`src/rtl/sopc_compteur_pkg.sv`:
```
// rtl/sopc_compteur_pkg.sv - shared defaults and read-owner encoding for the RAM arbiter
package sopc_compteur_pkg;

  localparam int ADDR_W_DEF    = 13;
  localparam int DEPTH_DEF     = 5120;
  localparam int MAX_BURST_DEF = 4;

  // Which master owns the read data returning from the RAM this cycle
  typedef enum logic [1:0] {
    OWN_NONE = 2'd0,
    OWN_M0   = 2'd1,
    OWN_M1   = 2'd2
  } owner_t;

  // Width needed to hold a burst count in the range 0..max_burst
  function automatic int cnt_width(input int max_burst);
    return $clog2(max_burst + 1);
  endfunction

endpackage

```
`src/rtl/sopc_rr_arb2.sv`:
```
// rtl/sopc_rr_arb2.sv - two-way round-robin arbiter with a consecutive-grant limit
module sopc_rr_arb2
  import sopc_compteur_pkg::*;
#(
  parameter int MAX_BURST = MAX_BURST_DEF,
  parameter int CNT_W     = cnt_width(MAX_BURST)
) (
  input  logic             i_clk,
  input  logic             i_reset,
  input  logic [1:0]       i_req,
  output logic [1:0]       o_gnt,
  output logic             o_last_grant,
  output logic [CNT_W-1:0] o_burst_cnt
);

  localparam logic [CNT_W-1:0] MAX_CNT = CNT_W'(MAX_BURST);

  logic             r_last_grant;
  logic [CNT_W-1:0] r_burst_cnt;
  logic [1:0]       w_gnt;
  logic             w_keep;
  logic             w_winner;

  // Sole requester wins outright; on contention the burst owner keeps the port until its budget is spent
  always_comb begin
    w_gnt  = 2'b00;
    w_keep = (r_burst_cnt != '0) && (r_burst_cnt < MAX_CNT);
    if (!i_reset) begin
      if (i_req == 2'b11) begin
        if (w_keep ? r_last_grant : ~r_last_grant) begin
          w_gnt = 2'b10;
        end else begin
          w_gnt = 2'b01;
        end
      end else begin
        w_gnt = i_req;
      end
    end
  end

  assign w_winner = w_gnt[1];

  // Remember the latest grantee and count its consecutive grants; an idle cycle ends the burst
  always_ff @(posedge i_clk) begin
    if (i_reset) begin
      r_last_grant <= 1'b1;
      r_burst_cnt  <= '0;
    end else if (w_gnt == 2'b00) begin
      r_burst_cnt <= '0;
    end else begin
      r_last_grant <= w_winner;
      if ((r_burst_cnt != '0) && (w_winner == r_last_grant)) begin
        if (r_burst_cnt != MAX_CNT) begin
          r_burst_cnt <= r_burst_cnt + CNT_W'(1);
        end
      end else begin
        r_burst_cnt <= CNT_W'(1);
      end
    end
  end

  assign o_gnt        = w_gnt;
  assign o_last_grant = r_last_grant;
  assign o_burst_cnt  = r_burst_cnt;

endmodule

```
`src/rtl/sopc_compteur_ram_arbiter.sv`:
```
// rtl/sopc_compteur_ram_arbiter.sv - two-master arbiter in front of a single-port on-chip RAM
module sopc_compteur_ram_arbiter
  import sopc_compteur_pkg::*;
#(
  parameter int ADDR_W    = ADDR_W_DEF,
  parameter int DEPTH     = DEPTH_DEF,
  parameter int MAX_BURST = MAX_BURST_DEF
) (
  input  logic              clk,
  input  logic              reset,
  input  logic [ADDR_W-1:0] m0_address,
  input  logic              m0_read,
  input  logic              m0_write,
  input  logic [3:0]        m0_byteenable,
  input  logic [31:0]       m0_writedata,
  output logic              m0_waitrequest,
  output logic [31:0]       m0_readdata,
  output logic              m0_readdatavalid,
  input  logic [ADDR_W-1:0] m1_address,
  input  logic              m1_read,
  input  logic              m1_write,
  input  logic [3:0]        m1_byteenable,
  input  logic [31:0]       m1_writedata,
  output logic              m1_waitrequest,
  output logic [31:0]       m1_readdata,
  output logic              m1_readdatavalid,
  output logic [ADDR_W-1:0] ram_address,
  output logic [3:0]        ram_byteenable,
  output logic [31:0]       ram_writedata,
  output logic              ram_chipselect,
  output logic              ram_write,
  output logic              ram_clken,
  input  logic [31:0]       ram_readdata,
  output logic              oor_error
);

  localparam int                CNT_W   = cnt_width(MAX_BURST);
  localparam logic [CNT_W-1:0]  MAX_CNT = CNT_W'(MAX_BURST);
  localparam logic [ADDR_W:0]   DEPTH_L = (ADDR_W + 1)'(DEPTH);

  logic [1:0]        w_req;
  logic [1:0]        w_gnt;
  logic              w_last_grant;
  logic [CNT_W-1:0]  w_burst_cnt;
  logic              w_any;
  logic              w_sel;
  logic [ADDR_W-1:0] w_addr;
  logic [3:0]        w_be;
  logic [31:0]       w_wd;
  logic              w_is_wr;
  logic              w_oor;
  logic [31:0]       w_rd_data;

  owner_t            r_rd_owner;
  logic              r_rd_oor;
  logic              r_oor_error;
  logic [ADDR_W-1:0] r_hold_addr;
  logic [3:0]        r_hold_be;
  logic [31:0]       r_hold_wd;

  // A simultaneous read and write is a protocol error and is served as a write
  assign w_req = {m1_read | m1_write, m0_read | m0_write};

  sopc_rr_arb2 #(
    .MAX_BURST (MAX_BURST),
    .CNT_W     (CNT_W)
  ) u_arb (
    .i_clk        (clk),
    .i_reset      (reset),
    .i_req        (w_req),
    .o_gnt        (w_gnt),
    .o_last_grant (w_last_grant),
    .o_burst_cnt  (w_burst_cnt)
  );

  assign w_any   = |w_gnt;
  assign w_sel   = w_gnt[1];
  assign w_addr  = w_sel ? m1_address    : m0_address;
  assign w_be    = w_sel ? m1_byteenable : m0_byteenable;
  assign w_wd    = w_sel ? m1_writedata  : m0_writedata;
  assign w_is_wr = w_sel ? m1_write      : m0_write;
  assign w_oor   = ({1'b0, w_addr} >= DEPTH_L);

  // Out-of-range accesses are accepted but never reach the RAM
  assign ram_chipselect = w_any & ~w_oor;
  assign ram_write      = w_any & ~w_oor & w_is_wr;
  assign ram_clken      = ~reset;
  assign ram_address    = w_any ? w_addr : r_hold_addr;
  assign ram_byteenable = w_any ? w_be   : r_hold_be;
  assign ram_writedata  = w_any ? w_wd   : r_hold_wd;

  assign m0_waitrequest = ~w_gnt[0];
  assign m1_waitrequest = ~w_gnt[1];

  // Keep the RAM-side address and data stable across idle cycles
  always_ff @(posedge clk) begin
    if (reset) begin
      r_hold_addr <= '0;
      r_hold_be   <= '0;
      r_hold_wd   <= '0;
    end else if (w_any) begin
      r_hold_addr <= w_addr;
      r_hold_be   <= w_be;
      r_hold_wd   <= w_wd;
    end
  end

  // Tag each accepted read with its owner so the data returns to the right master next cycle
  always_ff @(posedge clk) begin
    if (reset) begin
      r_rd_owner  <= OWN_NONE;
      r_rd_oor    <= 1'b0;
      r_oor_error <= 1'b0;
    end else begin
      if (w_any && !w_is_wr) begin
        r_rd_owner <= w_sel ? OWN_M1 : OWN_M0;
      end else begin
        r_rd_owner <= OWN_NONE;
      end
      r_rd_oor <= w_oor;
      if (w_any && w_oor) begin
        r_oor_error <= 1'b1;
      end
    end
  end

  assign w_rd_data        = r_rd_oor ? 32'd0 : ram_readdata;
  assign m0_readdatavalid = ~reset & (r_rd_owner == OWN_M0);
  assign m1_readdatavalid = ~reset & (r_rd_owner == OWN_M1);
  assign m0_readdata      = m0_readdatavalid ? w_rd_data : 32'd0;
  assign m1_readdata      = m1_readdatavalid ? w_rd_data : 32'd0;
  assign oor_error        = r_oor_error & ~reset;

  // The returning read's owner is always the master the arbiter granted last
  a_owner_matches_last : assert property (@(posedge clk) disable iff (reset)
    (r_rd_owner != OWN_NONE) |-> (w_last_grant == (r_rd_owner == OWN_M1)));

  // The burst counter never runs past its limit
  a_burst_bounded : assert property (@(posedge clk) disable iff (reset)
    (w_burst_cnt <= MAX_CNT));

endmodule

```
`config.mk`:
```
export PLATFORM = sky130hd
export DESIGN_NAME = sopc_compteur_ram_arbiter
export DESIGN_NICKNAME = d
export VERILOG_FILES = /design/src/rtl/sopc_compteur_pkg.sv /design/src/rtl/sopc_rr_arb2.sv /design/src/rtl/sopc_compteur_ram_arbiter.sv
export SDC_FILE = /design/constraint.sdc
export NUM_CORES = 1
export LEC_CHECK = 0
export CORE_ASPECT_RATIO = 1.5
export CORE_MARGIN = 5
export CORE_UTILIZATION = 38
export CTS_BUF_LIST = sky130_fd_sc_hd__clkbuf_2 sky130_fd_sc_hd__clkbuf_4 sky130_fd_sc_hd__clkbuf_8
export DETAILED_ROUTE_END_ITERATION = 7
export PLACE_DENSITY_LB_ADDON = 0.2
export SETUP_SLACK_MARGIN = 0.02
export SYNTH_ARGS = -nofsm -noshare
export SYNTH_HDL_FRONTEND = slang
export SYNTH_HIERARCHICAL = 1
export SYNTH_SLANG_ARGS = --single-unit
```
`constraint.sdc`:
```
create_clock -name clk -period 5.1 [get_ports clk]
set_clock_uncertainty 0.2 [all_clocks]
set_input_delay 1.02 -clock clk [delete_from_list [all_inputs] [get_ports clk]]
set_output_delay 1.02 -clock clk [all_outputs]
set_load 0.01 [all_outputs]
```
# Word level (Yosys, flattened, before mapping)
# Cells that the tools add are included.
# classes
eq_ne,6
addsub,1
n_lt_le_gt_ge,2
bitwise_logic,14
n_reduce_logical,11
n_mux,17
# op_table
cell,n
32-bit 2-to-1 mux,5
13-bit 2-to-1 mux,2
"13-bit greater-or-equal comparator, second input constant",1
2-bit 2-to-1 mux,4
4-bit 2-to-1 mux,2
1-bit NOT,7
2-bit OR reduction,3
1-bit AND,5
"2-bit == test, second input constant",2
1-bit logical AND,4
1-bit 2-to-1 mux,4
"3-bit by 1-bit adder with 3-bit output, second input constant",1
"3-bit less-than comparator, second input constant",1
"3-bit != test, second input constant",1
3-bit nonzero test,1
3-bit OR reduction,1
"2-bit by 1-bit == test with 1-bit output, second input constant",1
2-bit logical NOT,1
"2-bit != test, second input constant",1
1-bit OR,2
1-bit == test,1
1-bit logical NOT,1
# totals
elab_cells,60
reg_bits,57
inputBits,136
output_inout_bits,121

# Longest topological paths before layout
# logic_depth
ltp_word,11
ltp_mapped,10
ltp_nobuf,8

# Hierarchy
# Netlist, hierarchy kept.
# by_module_without_submodules
module,n_inst,area_each_um2,cells_per_inst
sopc_compteur_ram_arbiter,1,3067.9,402
sopc_rr_arb2,1,324.1,40

# Worst setup path after synthesis
# Ideal clock, no wire load.
# synth_path
path_kind,input port to output port
startpoint,input m0_write
endpoint,output ram_write
path_buffers,2
slack_ns,1.487
required_time_ns,3.880
path_stages,7
arrival_ns,2.393
cell_sequence,or2_2 -> a211oi_1 -> buf_2 -> buf_2 -> inv_1 -> nand3_1 -> a21oi_1
# synth_between
elab_chain_cells,9
# synth_rtl
element,line_no,source
start: declaration,sopc_compteur_ram_arbiter.sv:13,"input logic m0_write,"
1-bit OR *,sopc_compteur_ram_arbiter.sv:62,"assign w_req = {m1_read | m1_write, m0_read | m0_write};"
2-bit == test *,sopc_rr_arb2.sv:29,if (i_req == 2'b11) begin
2-bit 2-to-1 mux *,sopc_rr_arb2.sv:29,
2-bit 2-to-1 mux *,sopc_rr_arb2.sv:28,if (!i_reset) begin
via w_gnt[1],sopc_compteur_ram_arbiter.sv:42,logic [1:0] w_gnt;
13-bit 2-to-1 mux,sopc_compteur_ram_arbiter.sv:78,assign w_addr = w_sel ? m1_address : m0_address;
13-bit greater-or-equal comparator,sopc_compteur_ram_arbiter.sv:82,"assign w_oor = ({1'b0, w_addr} >= DEPTH_L);"
1-bit NOT,sopc_compteur_ram_arbiter.sv:86,assign ram_write = w_any & ~w_oor & w_is_wr;
1-bit AND,sopc_compteur_ram_arbiter.sv:86,
1-bit AND *,sopc_compteur_ram_arbiter.sv:86,
end: declaration,sopc_compteur_ram_arbiter.sv:31,"output logic ram_write,"
# The timed path passes the listed nets; every way through them passes the cells marked *.

# Final worst setup path
# layout_path
startpoint,input m0_write
endpoint,output ram_address[0]
# layout_between
elab_chain_cells,6
# layout_rtl
element,line_no,source
1-bit OR *,sopc_compteur_ram_arbiter.sv:62,
via w_req[0],sopc_compteur_ram_arbiter.sv:41,logic [1:0] w_req;
2-bit == test *,sopc_rr_arb2.sv:29,
2-bit 2-to-1 mux *,sopc_rr_arb2.sv:29,
2-bit 2-to-1 mux *,sopc_rr_arb2.sv:28,
via w_gnt[1],sopc_compteur_ram_arbiter.sv:42,
13-bit 2-to-1 mux / 2-bit OR reduction (equally long branches),"sopc_compteur_ram_arbiter.sv:78, sopc_compteur_ram_arbiter.sv:76",
13-bit 2-to-1 mux *,n/a,
end: declaration,sopc_compteur_ram_arbiter.sv:27,"output logic [ADDR_W-1:0] ram_address,"
# Marked as above.

==> qor.txt <==
First-pass GRT wire length -> 19700 um
FFs w/ async S/R, synth -> 0
Sequential area share after synthesis -> 0.336
Vias in the first global route -> 4022
Gate power share -> 0.403
Primary FF master, synth -> dfxtp_1
Final Max Slew Viols -> 0
Arr. time, crit path -> 3.50 ns
R2R Path Start -> u_arb/o_burst_cnt[0]$_SDFFE_PP0P_
Clk pwr share -> 0.269
Setup violators final -> 0
Max-cap violations -> 0
Worst Hold Class -> flop to flop
Area of the core -> 8780 um^2
Pin count of the biggest net entering global routing -> 68
Antenna diodes -> 0
Routability cong. -> 0.819
RSZ-0062 raised after global routing -> false
Worst R2R Path Depth -> 9
Clk sink count -> 57
Hold wc startpoint -> u_arb/o_burst_cnt[1]$_SDFFE_PP0N_
CP dominant cell by count -> clkdlybuf4s50_1
CP endpoint -> ram_address[0]
Crit end category -> output port
GRT overflow -> 0
Die X -> 87.1 um
Leakage -> 2.41 nW
FF-to-FF setup slack -> 2.38 ns
Pre-antenna DRT Iters -> 4
Levels on crit path -> 8
Avg Inst Size Synth -> 7.67 um^2
Vias post-DR -> 3856
Share of layout cells above drive strength 1 -> 0.0464
Synth top cells by count -> 71 x nor2_1, 57 x dfxtp_1, 52 x mux2i_1
Sw frac -> 0.294
Post-route setup TNS -> 0 ns
Fin crit share -> 0.926
Worst-margin pin slew -> 0.694 ns
Synth area leader -> dfxtp_1
Slowest Stage Delay on Critical Path -> 0.58 ns
Most common cell in the synthesized netlist -> nor2_1
Worst r2r dst -> r_hold_wd[31]$_SDFF_PP0_
Worst vdd ir -> 215 uV
CTS clk-pin slew, worst paths -> 0.06 ns
DPL Wire Length -> 10300 um
Critical path fanouts, max -> 67
Largest cells by area after synthesis -> dfxtp_1 34%, mux2i_1 15%, and2_1 9.4%, nor2_1 7.9%, o21ai_1 7.1%
Wire length per cell -> 15.9 um
Clk_lat worst skew -> 0.33 ns
Max Clk Rate -> 0.212 GHz
CTS HTree Levels -> 3
Synth Cell Area -> 3390 um^2
Rows -> 42
Routed Wire Length -> 12700 um
Die Ht -> 126 um
CP cell instances -> clkdlybuf4s50_1, or2_2, a211oi_4, buf_12, buf_4, nand2_1, o21ai_1, clkdlybuf4s50_1
Starting Density -> 0.387
Slowest cell on crit path -> clkdlybuf4s50_1
EDFF count, synth -> 0
Die ar. -> 11000 um^2
Initial antenna violation count -> 1
Root buf cell -> clkbuf_8
Critical Path RT -> 3.88 ns
Sequential Power Share -> 0.327
CP Launch Type -> input pin
Fin. Hold Viols -> 0
Worst Setup Path Type -> input pin to output port
Final Critical Period -> 4.72 ns
PD cells -> 254 nW/um^2
Max Root-Sink Buffers -> 2
Mapped Cells -> 442
Yosys warnings -> 6
Overall Global Routing Usage -> 0.229
CTS Hold Bufs -> 0
Rel. slew slack -> 0.537
Antenna Nets Post-Route -> 0
Cell family with most CP delay -> buffers and inverters
Setup bufs post-CTS -> 0
Synth unique cells -> 37
Hold Worst Slack -> 0.360 ns
Internal -> 1.11 mW
Worst path bufs/invs -> 4
Residual DRC -> 0
Final net count -> 823
Vias per inst -> 4.83
Outcome -> finished, final reports clean
Seq cells post-synth -> 57
Worst Setup SP -> m0_write
CTS tree -> built
Syn Nets -> 580
Buffers on Ports -> 256
Post-CTS Resized -> 0
# IOs -> 257
Yosys top cell area share -> 0.336
Psw -> 462 uW
CTS buffer count -> 9
Iteration-0 DRC Markers -> 120
Total power -> 1.57 mW
Area delta synth->final -> 82.8%
-- worst register-to-register path: cells and delay by family (launching register included) --
kind                     cells  cell delay, ns
AO/OA/AOI/OAI                2            0.50
XOR/XNOR                     1            0.34
adder cells (fa/ha/maj)      1            0.29
buffers and inverters        2            0.30
flip-flops                   1            0.40
multiplexers                 1            0.20
AND/OR/NAND/NOR              2            0.39
-- how the worst min path moves through the flow --
stage / end / slack (ns) / depth (start not counted)
2_1_floorplan: u_arb/o_burst_cnt[1]$_SDFFE_PP0N_ / 0.31 / 2
3_3_place_gp: u_arb/o_burst_cnt[1]$_SDFFE_PP0N_ / 0.33 / 2
3_5_place_dp: u_arb/o_burst_cnt[1]$_SDFFE_PP0N_ / 0.36 / 2
4_1_cts: u_arb/o_burst_cnt[1]$_SDFFE_PP0N_ / 0.36 / 2
5_1_grt: u_arb/o_burst_cnt[1]$_SDFFE_PP0N_ / 0.40 / 2
6_report: u_arb/o_burst_cnt[1]$_SDFFE_PP0N_ / 0.36 / 2
-- power groups by stage --
stage	clock network [mW]	registers, mW	logic (mW)
after CTS	0.437	0.515	0.642
after global placement	0	0.522	0.628
after detailed placement	0	0.524	0.637
final	0.424	0.514	0.634
after global routing	0.453	0.520	0.689
after floorplan	0	0.515	0.304
-- flip-flops by register name (all words and copies together) (netlist names) --
name / flops
r_hold_wd: 32
r_hold_addr: 13
r_rd_oor: 1
r_oor_error: 1
r_rd_owner: 2
u_arb/o_burst_cnt: 3
r_hold_be: 4
u_arb/o_last_grant: 1
-- cell type report --
| type | instances | area, um^2 |
|---|---|---|
| Tap cell | 110 | 138 |
| Fill cell | 710 | 2580 |
| Multi-Input combinational cell | 341 | 2010 |
| Sequential cell | 57 | 1140 |
| Clock inverter | 3 | 40.0 |
| Inverter | 11 | 41.3 |
| Timing Repair Buffer | 265 | 2670 |
| Clock buffer | 12 | 159 |
-- cells in the final DEF (no fill, tap or decap), types with 4 or more instances in the layout --
| cell | n |
|---|---|
| nand2_1 | 51 |
| mux2i_1 | 52 |
| buf_4 | 6 |
| clkbuf_8 | 11 |
| inv_1 | 11 |
| o21ai_1 | 48 |
| clkdlybuf4s50_1 | 256 |
| o21ai_0 | 4 |
| nand2b_1 | 32 |
| dfxtp_1 | 57 |
| nor2_1 | 71 |
| and2_1 | 51 |
-- logic make-up after synthesis --
kind of cell | count (synthesis) | synth area share
AOI/OAI and AO/OA | 62 | 0.100
xor gates and xnor gates | 1 | 0.00258
buffers and inverters | 44 | 0.0760
muxes | 52 | 0.153
DFF | 57 | 0.336
and+or+nand+nor | 224 | 0.324
adders and majority gates | 2 | 0.00738
-- routing by layer --
metal  global-route usage  share of wire  vias to the layer above
met3               0.0967           0.12                       29
met2                0.412           0.50                      204
met1                0.222           0.34                     1703
met4                0.101          0.035                        2
li1                     -              -                     1918
met5                    0        0.00095                        -
-- stage by stage --
stage / cells / worst slack, ns / instance area (um^2) / util
after floorplan: 442 / 1.49 / 3390 / -
after global placement: 784 / 0.420 / 6000 / 0.684
after detailed placement: 784 / 0.378 / 6000 / 0.684
after CTS: 799 / 0.369 / 6200 / 0.706
after global routing: 799 / 0.240 / 6200 / 0.706
final: 799 / 0.379 / 6200 / 0.706
Power figures use the tool's default switching activity.
